**config.mk**
```make
export PLATFORM = sky130hd
export DESIGN_NAME = pit_bus_interface_flat
export DESIGN_NICKNAME = d
export VERILOG_FILES = /design/src/rtl/pit_bus_interface_if.sv /design/src/rtl/pit_bus_interface.sv /design/src/flat_wrapper.sv
export SDC_FILE = /design/constraint.sdc
export NUM_CORES = 1
export LEC_CHECK = 0
export CORE_ASPECT_RATIO = 1.5
export CORE_MARGIN = 2
export CORE_UTILIZATION = 57
export CTS_CLUSTER_DIAMETER = 200
export CTS_CLUSTER_SIZE = 28
export DETAILED_ROUTE_END_ITERATION = 10
export PLACE_DENSITY = 0.92
export SKIP_CTS_REPAIR_TIMING = 1
export SKIP_LAST_GASP = 1
export SYNTH_ARGS = -nofsm -noshare
export SYNTH_HDL_FRONTEND = slang
export SYNTH_SLANG_ARGS = --single-unit
```
**constraint.sdc**
```tcl
create_clock -name clk -period 4 [get_ports clk]
set_input_delay 0.4 -clock clk [delete_from_list [all_inputs] [get_ports clk]]
set_output_delay 0.4 -clock clk [all_outputs]
set_load 0.03 [all_outputs]
```
**src/rtl/pit_bus_interface_if.sv**
```systemverilog
// CPU-side bus of the PIT register interface: active-low strobes, register
// select and split read/write data with an output-enable qualifier.
interface pit_bus_interface_if;
  logic       CS;
  logic       RD;
  logic       WR;
  logic [1:0] A;
  logic [7:0] D_in;
  logic [7:0] D_out;
  logic       D_oe;

  modport master (output CS, RD, WR, A, D_in, input D_out, D_oe);
  modport slave  (input CS, RD, WR, A, D_in, output D_out, D_oe);
endinterface

```
**src/rtl/pit_bus_interface.sv**
```systemverilog
// CPU register interface of a three-counter PIT: decodes control words, steers
// count-register byte writes, and serves latched or live count/status reads.
module pit_bus_interface (
  input  logic                      clk,
  input  logic                      rst_n,
  pit_bus_interface_if.slave        bus,
  input  logic [15:0]               count0,
  input  logic [15:0]               count1,
  input  logic [15:0]               count2,
  input  logic [7:0]                status0,
  input  logic [7:0]                status1,
  input  logic [7:0]                status2,
  output logic [7:0]                control_word,
  output logic [2:0]                cw_wr,
  output logic [2:0]                cr_lsb_we,
  output logic [2:0]                cr_msb_we,
  output logic [7:0]                cr_data,
  output logic [2:0]                count_loaded
);

  typedef enum logic {ST_IDLE, ST_READ} state_t;

  state_t          state_q, state_d;
  logic [1:0]      rd_sel_q, rd_sel_d;
  logic            wr_prev_q, wr_prev_d;
  logic            rd_prev_q, rd_prev_d;
  logic            cs_prev_q, cs_prev_d;
  logic            wr_armed_q, wr_armed_d;
  logic [1:0]      a_prev_q, a_prev_d;
  logic [7:0]      d_prev_q, d_prev_d;
  logic [2:0][1:0] rw_q, rw_d;
  logic [2:0]      wr_ptr_q, wr_ptr_d;
  logic [2:0]      rd_ptr_q, rd_ptr_d;
  logic [2:0]      ol_valid_q, ol_valid_d;
  logic [2:0][15:0] ol_q, ol_d;
  logic [2:0]      st_valid_q, st_valid_d;
  logic [2:0][7:0] st_q, st_d;
  logic [7:0]      control_word_q, control_word_d;
  logic [2:0]      cw_wr_q, cw_wr_d;
  logic [2:0]      cr_lsb_we_q, cr_lsb_we_d;
  logic [2:0]      cr_msb_we_q, cr_msb_we_d;
  logic [7:0]      cr_data_q, cr_data_d;
  logic [2:0]      count_loaded_q, count_loaded_d;

  logic [2:0][15:0] count_in;
  logic [2:0][7:0]  status_in;
  logic             write_ev;
  logic             read_start;
  logic             read_end;
  logic [15:0]      rd_word;
  logic             rd_msb;
  logic [7:0]       rd_byte;

  assign count_in  = {count2, count1, count0};
  assign status_in = {status2, status1, status0};

  // A write only counts if WR was seen falling after reset; a strobe already
  // low when reset released must not complete as a write.
  assign write_ev   = bus.WR && !wr_prev_q && wr_armed_q && !cs_prev_q && rd_prev_q;
  assign read_start = (state_q == ST_IDLE) && rd_prev_q && !bus.RD && !bus.CS && bus.WR;
  assign read_end   = (state_q == ST_READ) && bus.RD;

  always_comb begin
    rd_word = 16'h0000;
    rd_msb  = 1'b0;
    rd_byte = 8'h00;
    if (rd_sel_q != 2'd3) begin
      rd_word = ol_valid_q[rd_sel_q] ? ol_q[rd_sel_q] : count_in[rd_sel_q];
      case (rw_q[rd_sel_q])
        2'b10:   rd_msb = 1'b1;
        2'b11:   rd_msb = rd_ptr_q[rd_sel_q];
        default: rd_msb = 1'b0;
      endcase
      rd_byte = st_valid_q[rd_sel_q] ? st_q[rd_sel_q]
              : (rd_msb ? rd_word[15:8] : rd_word[7:0]);
    end
  end

  assign bus.D_oe  = (state_q == ST_READ);
  assign bus.D_out = bus.D_oe ? rd_byte : 8'h00;

  always_comb begin
    state_d        = state_q;
    rd_sel_d       = rd_sel_q;
    wr_prev_d      = bus.WR;
    rd_prev_d      = bus.RD;
    cs_prev_d      = bus.CS;
    wr_armed_d     = !bus.WR && (wr_armed_q || wr_prev_q);
    a_prev_d       = bus.A;
    d_prev_d       = bus.D_in;
    rw_d           = rw_q;
    wr_ptr_d       = wr_ptr_q;
    rd_ptr_d       = rd_ptr_q;
    ol_valid_d     = ol_valid_q;
    ol_d           = ol_q;
    st_valid_d     = st_valid_q;
    st_d           = st_q;
    control_word_d = control_word_q;
    cw_wr_d        = 3'b000;
    cr_lsb_we_d    = 3'b000;
    cr_msb_we_d    = 3'b000;
    cr_data_d      = cr_data_q;
    count_loaded_d = 3'b000;

    case (state_q)
      ST_IDLE: begin
        if (read_start) begin
          state_d  = ST_READ;
          rd_sel_d = bus.A;
        end
      end
      ST_READ: begin
        if (read_end) begin
          state_d = ST_IDLE;
          if (rd_sel_q != 2'd3) begin
            if (st_valid_q[rd_sel_q]) begin
              st_valid_d[rd_sel_q] = 1'b0;
            end else begin
              if (rw_q[rd_sel_q] == 2'b11)
                rd_ptr_d[rd_sel_q] = !rd_ptr_q[rd_sel_q];
              if (ol_valid_q[rd_sel_q] && (rw_q[rd_sel_q] != 2'b11 || rd_ptr_q[rd_sel_q]))
                ol_valid_d[rd_sel_q] = 1'b0;
            end
          end
        end
      end
      default: state_d = ST_IDLE;
    endcase

    if (write_ev) begin
      if (a_prev_q == 2'd3) begin
        if (d_prev_q[7:6] == 2'b11) begin
          for (int i = 0; i < 3; i++) begin
            if (d_prev_q[i+1]) begin
              if (!d_prev_q[5] && !ol_valid_d[i]) begin
                ol_valid_d[i] = 1'b1;
                ol_d[i]       = count_in[i];
              end
              if (!d_prev_q[4] && !st_valid_d[i]) begin
                st_valid_d[i] = 1'b1;
                st_d[i]       = status_in[i];
              end
            end
          end
        end else if (d_prev_q[5:4] == 2'b00) begin
          // Latching never touches the read pointer, so a latch that lands
          // between the two bytes of a live read continues at the MSB.
          if (!ol_valid_d[d_prev_q[7:6]]) begin
            ol_valid_d[d_prev_q[7:6]] = 1'b1;
            ol_d[d_prev_q[7:6]]       = count_in[d_prev_q[7:6]];
          end
        end else begin
          rw_d[d_prev_q[7:6]]       = d_prev_q[5:4];
          control_word_d            = d_prev_q;
          cw_wr_d[d_prev_q[7:6]]    = 1'b1;
          wr_ptr_d[d_prev_q[7:6]]   = 1'b0;
          rd_ptr_d[d_prev_q[7:6]]   = 1'b0;
          ol_valid_d[d_prev_q[7:6]] = 1'b0;
          st_valid_d[d_prev_q[7:6]] = 1'b0;
        end
      end else begin
        cr_data_d = d_prev_q;
        case (rw_q[a_prev_q])
          2'b01: begin
            cr_lsb_we_d[a_prev_q]    = 1'b1;
            count_loaded_d[a_prev_q] = 1'b1;
          end
          2'b10: begin
            cr_msb_we_d[a_prev_q]    = 1'b1;
            count_loaded_d[a_prev_q] = 1'b1;
          end
          2'b11: begin
            if (!wr_ptr_q[a_prev_q]) begin
              cr_lsb_we_d[a_prev_q] = 1'b1;
              wr_ptr_d[a_prev_q]    = 1'b1;
            end else begin
              cr_msb_we_d[a_prev_q]    = 1'b1;
              count_loaded_d[a_prev_q] = 1'b1;
              wr_ptr_d[a_prev_q]       = 1'b0;
            end
          end
          default: ;
        endcase
      end
    end
  end

  // Strobe history resets to the "already low" view so that an access in
  // flight when reset hits is abandoned rather than completed on release.
  always_ff @(posedge clk or negedge rst_n) begin
    if (!rst_n) begin
      state_q        <= ST_IDLE;
      rd_sel_q       <= 2'd0;
      wr_prev_q      <= 1'b0;
      rd_prev_q      <= 1'b0;
      cs_prev_q      <= 1'b1;
      wr_armed_q     <= 1'b0;
      a_prev_q       <= 2'd0;
      d_prev_q       <= 8'h00;
      rw_q           <= {3{2'b01}};
      wr_ptr_q       <= 3'b000;
      rd_ptr_q       <= 3'b000;
      ol_valid_q     <= 3'b000;
      ol_q           <= '0;
      st_valid_q     <= 3'b000;
      st_q           <= '0;
      control_word_q <= 8'h00;
      cw_wr_q        <= 3'b000;
      cr_lsb_we_q    <= 3'b000;
      cr_msb_we_q    <= 3'b000;
      cr_data_q      <= 8'h00;
      count_loaded_q <= 3'b000;
    end else begin
      state_q        <= state_d;
      rd_sel_q       <= rd_sel_d;
      wr_prev_q      <= wr_prev_d;
      rd_prev_q      <= rd_prev_d;
      cs_prev_q      <= cs_prev_d;
      wr_armed_q     <= wr_armed_d;
      a_prev_q       <= a_prev_d;
      d_prev_q       <= d_prev_d;
      rw_q           <= rw_d;
      wr_ptr_q       <= wr_ptr_d;
      rd_ptr_q       <= rd_ptr_d;
      ol_valid_q     <= ol_valid_d;
      ol_q           <= ol_d;
      st_valid_q     <= st_valid_d;
      st_q           <= st_d;
      control_word_q <= control_word_d;
      cw_wr_q        <= cw_wr_d;
      cr_lsb_we_q    <= cr_lsb_we_d;
      cr_msb_we_q    <= cr_msb_we_d;
      cr_data_q      <= cr_data_d;
      count_loaded_q <= count_loaded_d;
    end
  end

  assign control_word = control_word_q;
  assign cw_wr        = cw_wr_q;
  assign cr_lsb_we    = cr_lsb_we_q;
  assign cr_msb_we    = cr_msb_we_q;
  assign cr_data      = cr_data_q;
  assign count_loaded = count_loaded_q;

endmodule

```
**src/flat_wrapper.sv**
```systemverilog
// flat-port wrapper written by rule: the top's interface ports become plain ports
module pit_bus_interface_flat 
  (clk, rst_n, count0, count1, count2, status0, status1, status2, control_word, cw_wr, cr_lsb_we, cr_msb_we, cr_data, count_loaded, bus_CS, bus_RD, bus_WR, bus_A, bus_D_in, bus_D_out, bus_D_oe);
  pit_bus_interface_if bus_i ();
  input  logic clk;
  input  logic rst_n;
  input  logic [15:0] count0;
  input  logic [15:0] count1;
  input  logic [15:0] count2;
  input  logic [7:0] status0;
  input  logic [7:0] status1;
  input  logic [7:0] status2;
  output logic [7:0] control_word;
  output logic [2:0] cw_wr;
  output logic [2:0] cr_lsb_we;
  output logic [2:0] cr_msb_we;
  output logic [7:0] cr_data;
  output logic [2:0] count_loaded;
  input wire logic [$bits(bus_i.CS)-1:0] bus_CS;
  input wire logic [$bits(bus_i.RD)-1:0] bus_RD;
  input wire logic [$bits(bus_i.WR)-1:0] bus_WR;
  input wire logic [$bits(bus_i.A)-1:0] bus_A;
  input wire logic [$bits(bus_i.D_in)-1:0] bus_D_in;
  output wire logic [$bits(bus_i.D_out)-1:0] bus_D_out;
  output wire logic [$bits(bus_i.D_oe)-1:0] bus_D_oe;
  assign bus_i.CS = bus_CS;
  assign bus_i.RD = bus_RD;
  assign bus_i.WR = bus_WR;
  assign bus_i.A = bus_A;
  assign bus_i.D_in = bus_D_in;
  assign bus_D_out = bus_i.D_out;
  assign bus_D_oe = bus_i.D_oe;
  pit_bus_interface u_core (.clk(clk), .rst_n(rst_n), .bus(bus_i), .count0(count0), .count1(count1), .count2(count2), .status0(status0), .status1(status1), .status2(status2), .control_word(control_word), .cw_wr(cw_wr), .cr_lsb_we(cr_lsb_we), .cr_msb_we(cr_msb_we), .cr_data(cr_data), .count_loaded(count_loaded));
endmodule
```
==> summary.txt <==
Floorplanning
  – Die X: about 100 um
  – Initial Util: between 50% and 60%
  – Boundary Pins: around 120
  – Die area: around 15,000 um2
  – Die H: around 150 um
  – Num rows: between 50 and 60
  – Core ar.: around 14,000 um2

STA
  – Maximum clock rate: between 0.2 and 0.3 GHz
  – Fin. max-slew vios: 0
  – Final Hold Fails: 0
  – Setup Viol. Count Final: 0
  – Fin crit share: 95.50%
  – RSZ-0062 raised after global routing: false
  – Max_slew headroom: about a third
  – Final Skew: approximately 8.6 ps
  – Setup TNS: 0 ps
  – Measured slew at the worst slew-check pin: 988.9 ps
  – Final min period: roughly 3800 ps

Placed design
  – Hpwl dp: about 16,000 um
  – Placer Congestion: between 0.9 and 1
  – Placed Instances: between 900 and 1k
  – # port buffers: 123

Global routing
  – Largest net degree at the start of global routing: 68
  – GRT Resource Usage Total: about 32%
  – Antenna violations before repair: 0
  – Met1 Usage GRT: between 30 and 40%
  – Met3 Use GR: under 10%
  – Total gr overflow: 0
  – Met2 Usage GRT: between 50% and 60%
  – GR peak layer: met2
  – Vias in the first global route: 7,142
  – First-pass GRT wire length: 37,320 um

CTS
  – Clock Sinks: between 100 and 150
  – H-tree Lvls: 4
  – CTS tree: yes
  – Root Driver: clkbuf_16
  – Clock-pin slew on the worst setup and hold paths: 60 ps
  – Clock Latency Late Sink: roughly 430 ps
  – Total CTS buffers: 17
  – Clk buf depth: 2

Run status
  – Status: completed

Pwr
  – Final Total Pwr: 0.004054 W
  – Pleak: ~4.4 nW
  – P per Cell Area: 410.8 nW/um2
  – Peak supply drop: slightly above 0.3 mV

Routing
  – Vias per inst: 6.770
  – Total number of vias: between 6k and 7k
  – Wire length per cell: approximately 23 um
  – TritonRoute pass-1 iters: 6
  – Routed WL: approximately 23,000 um
  – Routed Antenna Nets: 0
  – # DRC: 0
  – 1st-iter DRT viols: 722

Worst setup path
  – Crit start category: flop
  – Crit path kind: reg2out
  – Register-to-register setup slack: 630 ps
  – Endpoint class of the critical path: primary output
  – Reg-to-Reg Start: u_core.rd_sel_q[0]
  – End of the critical path: bus_D_out[4]
  – Worst R2R End: u_core.ol_q[33]
  – Worst Path Arrival: 3420 ps
  – Worst reg-to-reg path cell count: 7
  – Slowest stage delay, CP: ~720 ps
  – CP Cell Sequence: buf_4 > mux2i_1 > a2bb2oi_1 > a211oi_1 > nor3_1 > a21oi_1 > a21oi_1 > buf_4
  – Worst path slowest cell: dfrtp_2
  – Critical path peak fanout: 35
  – Crit. Startpoint: u_core.rd_sel_q[1]
  – Required time worst endpoint: about 3600 ps

Layout
  – Nets: 950
  – Layout cells sized above 1: 19.10%
  – # diodes: 0
  – Fill cells: roughly 940
  – Finished Layout Cells: 1,026
  – Layout Utilization: approximately 73%
  – Synthesis-to-layout area growth: 24.83%

Flow run
  – Count of max-cap constraint violations: 0

Synthesis
  – Async set or reset register ratio after synthesis: 100.0%
  – Unique masters post-synth: a little over 60
  – Sequential fraction of the synthesis area: between 40 and 50%
  – Syn_nets: between 800 and 900
  – Syn Area/Cell: 10.53 um2
  – Mapped Cells: approximately 750
  – Post-synth EDFFs: 0
  – Synthesized area: slightly below 8000 um2
  – Primary FF master, synth: dfrtp_1
  – FF+latch count, synth: between 100 and 150
  – Ys Warns: 0

Worst hold path
  – HP Class: in2async
[synth_stat cells, types with 4 or more instances]
cell type	instances	area [um2]
dfrtp_1	131	3278
mux2_2	70	788.3
nand2_1	57	214.0
mux2i_1	54	540.5
nor2_1	48	180.2
o21ai_0	47	235.2
clkbuf_1	42	157.7
a21oi_1	39	195.2
a22o_1	32	280.3
a211oi_1	17	127.6
and2_1	16	100.1
o2111ai_1	16	140.1
o31a_1	16	140.1
nor2b_1	15	93.84
ha_1	12	150.1
mux2_1	10	112.6
mux2_4	10	150.1
nor3_1	10	50.05
a31oi_1	9	56.30
inv_1	9	33.78
nand3_1	8	40.04
o31ai_1	7	52.55
buf_2	6	30.03
buf_1	5	18.77
buf_6	4	45.04
dfstp_2	4	105.1
mux4_2	4	90.09
[registers in the layout, summed over array words and instances (netlist names), named ones only]
name	flops
u_core.rd_prev_q	1
u_core.ol_q	48
u_core.st_q	24
u_core.a_prev_q	2
u_core.count_loaded	3
u_core.d_prev_q	8
u_core.cs_prev_q	1
u_core.cr_data	8
u_core.cw_wr	3
u_core.st_valid_q	3
u_core.ol_valid_q	3
u_core.rd_sel_q	2
u_core.control_word	8
u_core.wr_prev_q	1
u_core.bus.D_oe	1
u_core.rw_q	6
u_core.wr_armed_q	1
u_core.cr_lsb_we	3
u_core.cr_msb_we	3
u_core.rd_ptr_q	3
[cell families after synthesis]
family	count (synthesis)	share of synthesized area, %
mux	148	21.27
xor+xnor	1	0.1108
buf+inv	68	3.893
compound gates	213	19.69
fa+ha+maj	12	1.899
simple gates	174	10.35
flops	135	42.79
[critical path: cells and delay by family (launching register included)]
family,cells,cell delay (ps)
AOI/OAI and AO/OA,4,970
buffers and inverters,2,710
DFF,1,720
muxes,1,340
and+or+nand+nor,1,240
[power by group]
group / leakage [nW] / switching, W / internal [W]
Sequential: 1.81 / 0.0000852 / 0.00142
Clock: 0.323 / 0.000624 / 0.00118
Combinational: 2.28 / 0.000422 / 0.000330
Total: 4.41 / 0.00113 / 0.00292
[how the worst min path moves through the flow]
stage	startpoint	endpoint	slack, ps	cells past startpoint
finish	rst_n	u_core.cr_data[1]	60	1
floorplan	rst_n	asynchronous set/reset pin	100	0
CTS	rst_n	u_core.d_prev_q[1]	100	1
global route	rst_n	u_core.cw_wr[1]	150	1
detailed placement	u_core.d_prev_q[0]	u_core.cr_data[0]	460	2
global placement	u_core.d_prev_q[0]	u_core.cr_data[0]	450	2
[metrics by stage]
step	hold slack (ps)	area (um2)	setup WS, ps
6_report	64.94	9869	179.9
5_1_grt	154.0	9869	19.10
4_1_cts	98.18	9869	269.3
3_5_place_dp	457.9	9194	732.3
3_3_place_gp	448.5	9194	806.5
2_1_floorplan	104.4	7906	1096
[area by class of cell]
| class | count | area [um2] | share of cell area (%) |
|---|---|---|---|
| Tap cell | 162 | 202.7 | 2.054 |
| Clock inverter | 10 | 191.4 | 1.940 |
| Timing Repair Buffer | 140 | 1349 | 13.67 |
| Clock buffer | 22 | 484.2 | 4.906 |
| Inverter | 9 | 33.78 | 0.3423 |
| Multi-Input combinational cell | 548 | 4223 | 42.79 |
| Sequential cell | 135 | 3386 | 34.31 |
[cells in the final DEF, fill, tap and decap left out, drive strengths merged, types with 9 or more instances in the layout]
cell and instances:
dfrtp 131, clkdlybuf4s50 114, mux2 90, nand2 57
mux2i 54, nor2 48, o21ai 47, a21oi 39
a22o 32, buf 26, clkbuf 22, a211oi 17
and2 16, o2111ai 16, o31a 16, nor2b 16
ha 12, nor3 10, a31oi 10, inv 9
[metal layers]
layer  wire [um]  vias to the layer above
met3        1775                      127
li1            -                     2984
met1        8205                     3382
met5           0                        -
met4        1542                        0
met2       11970                      453
Note: power is estimated with default switching activity, not from simulation.
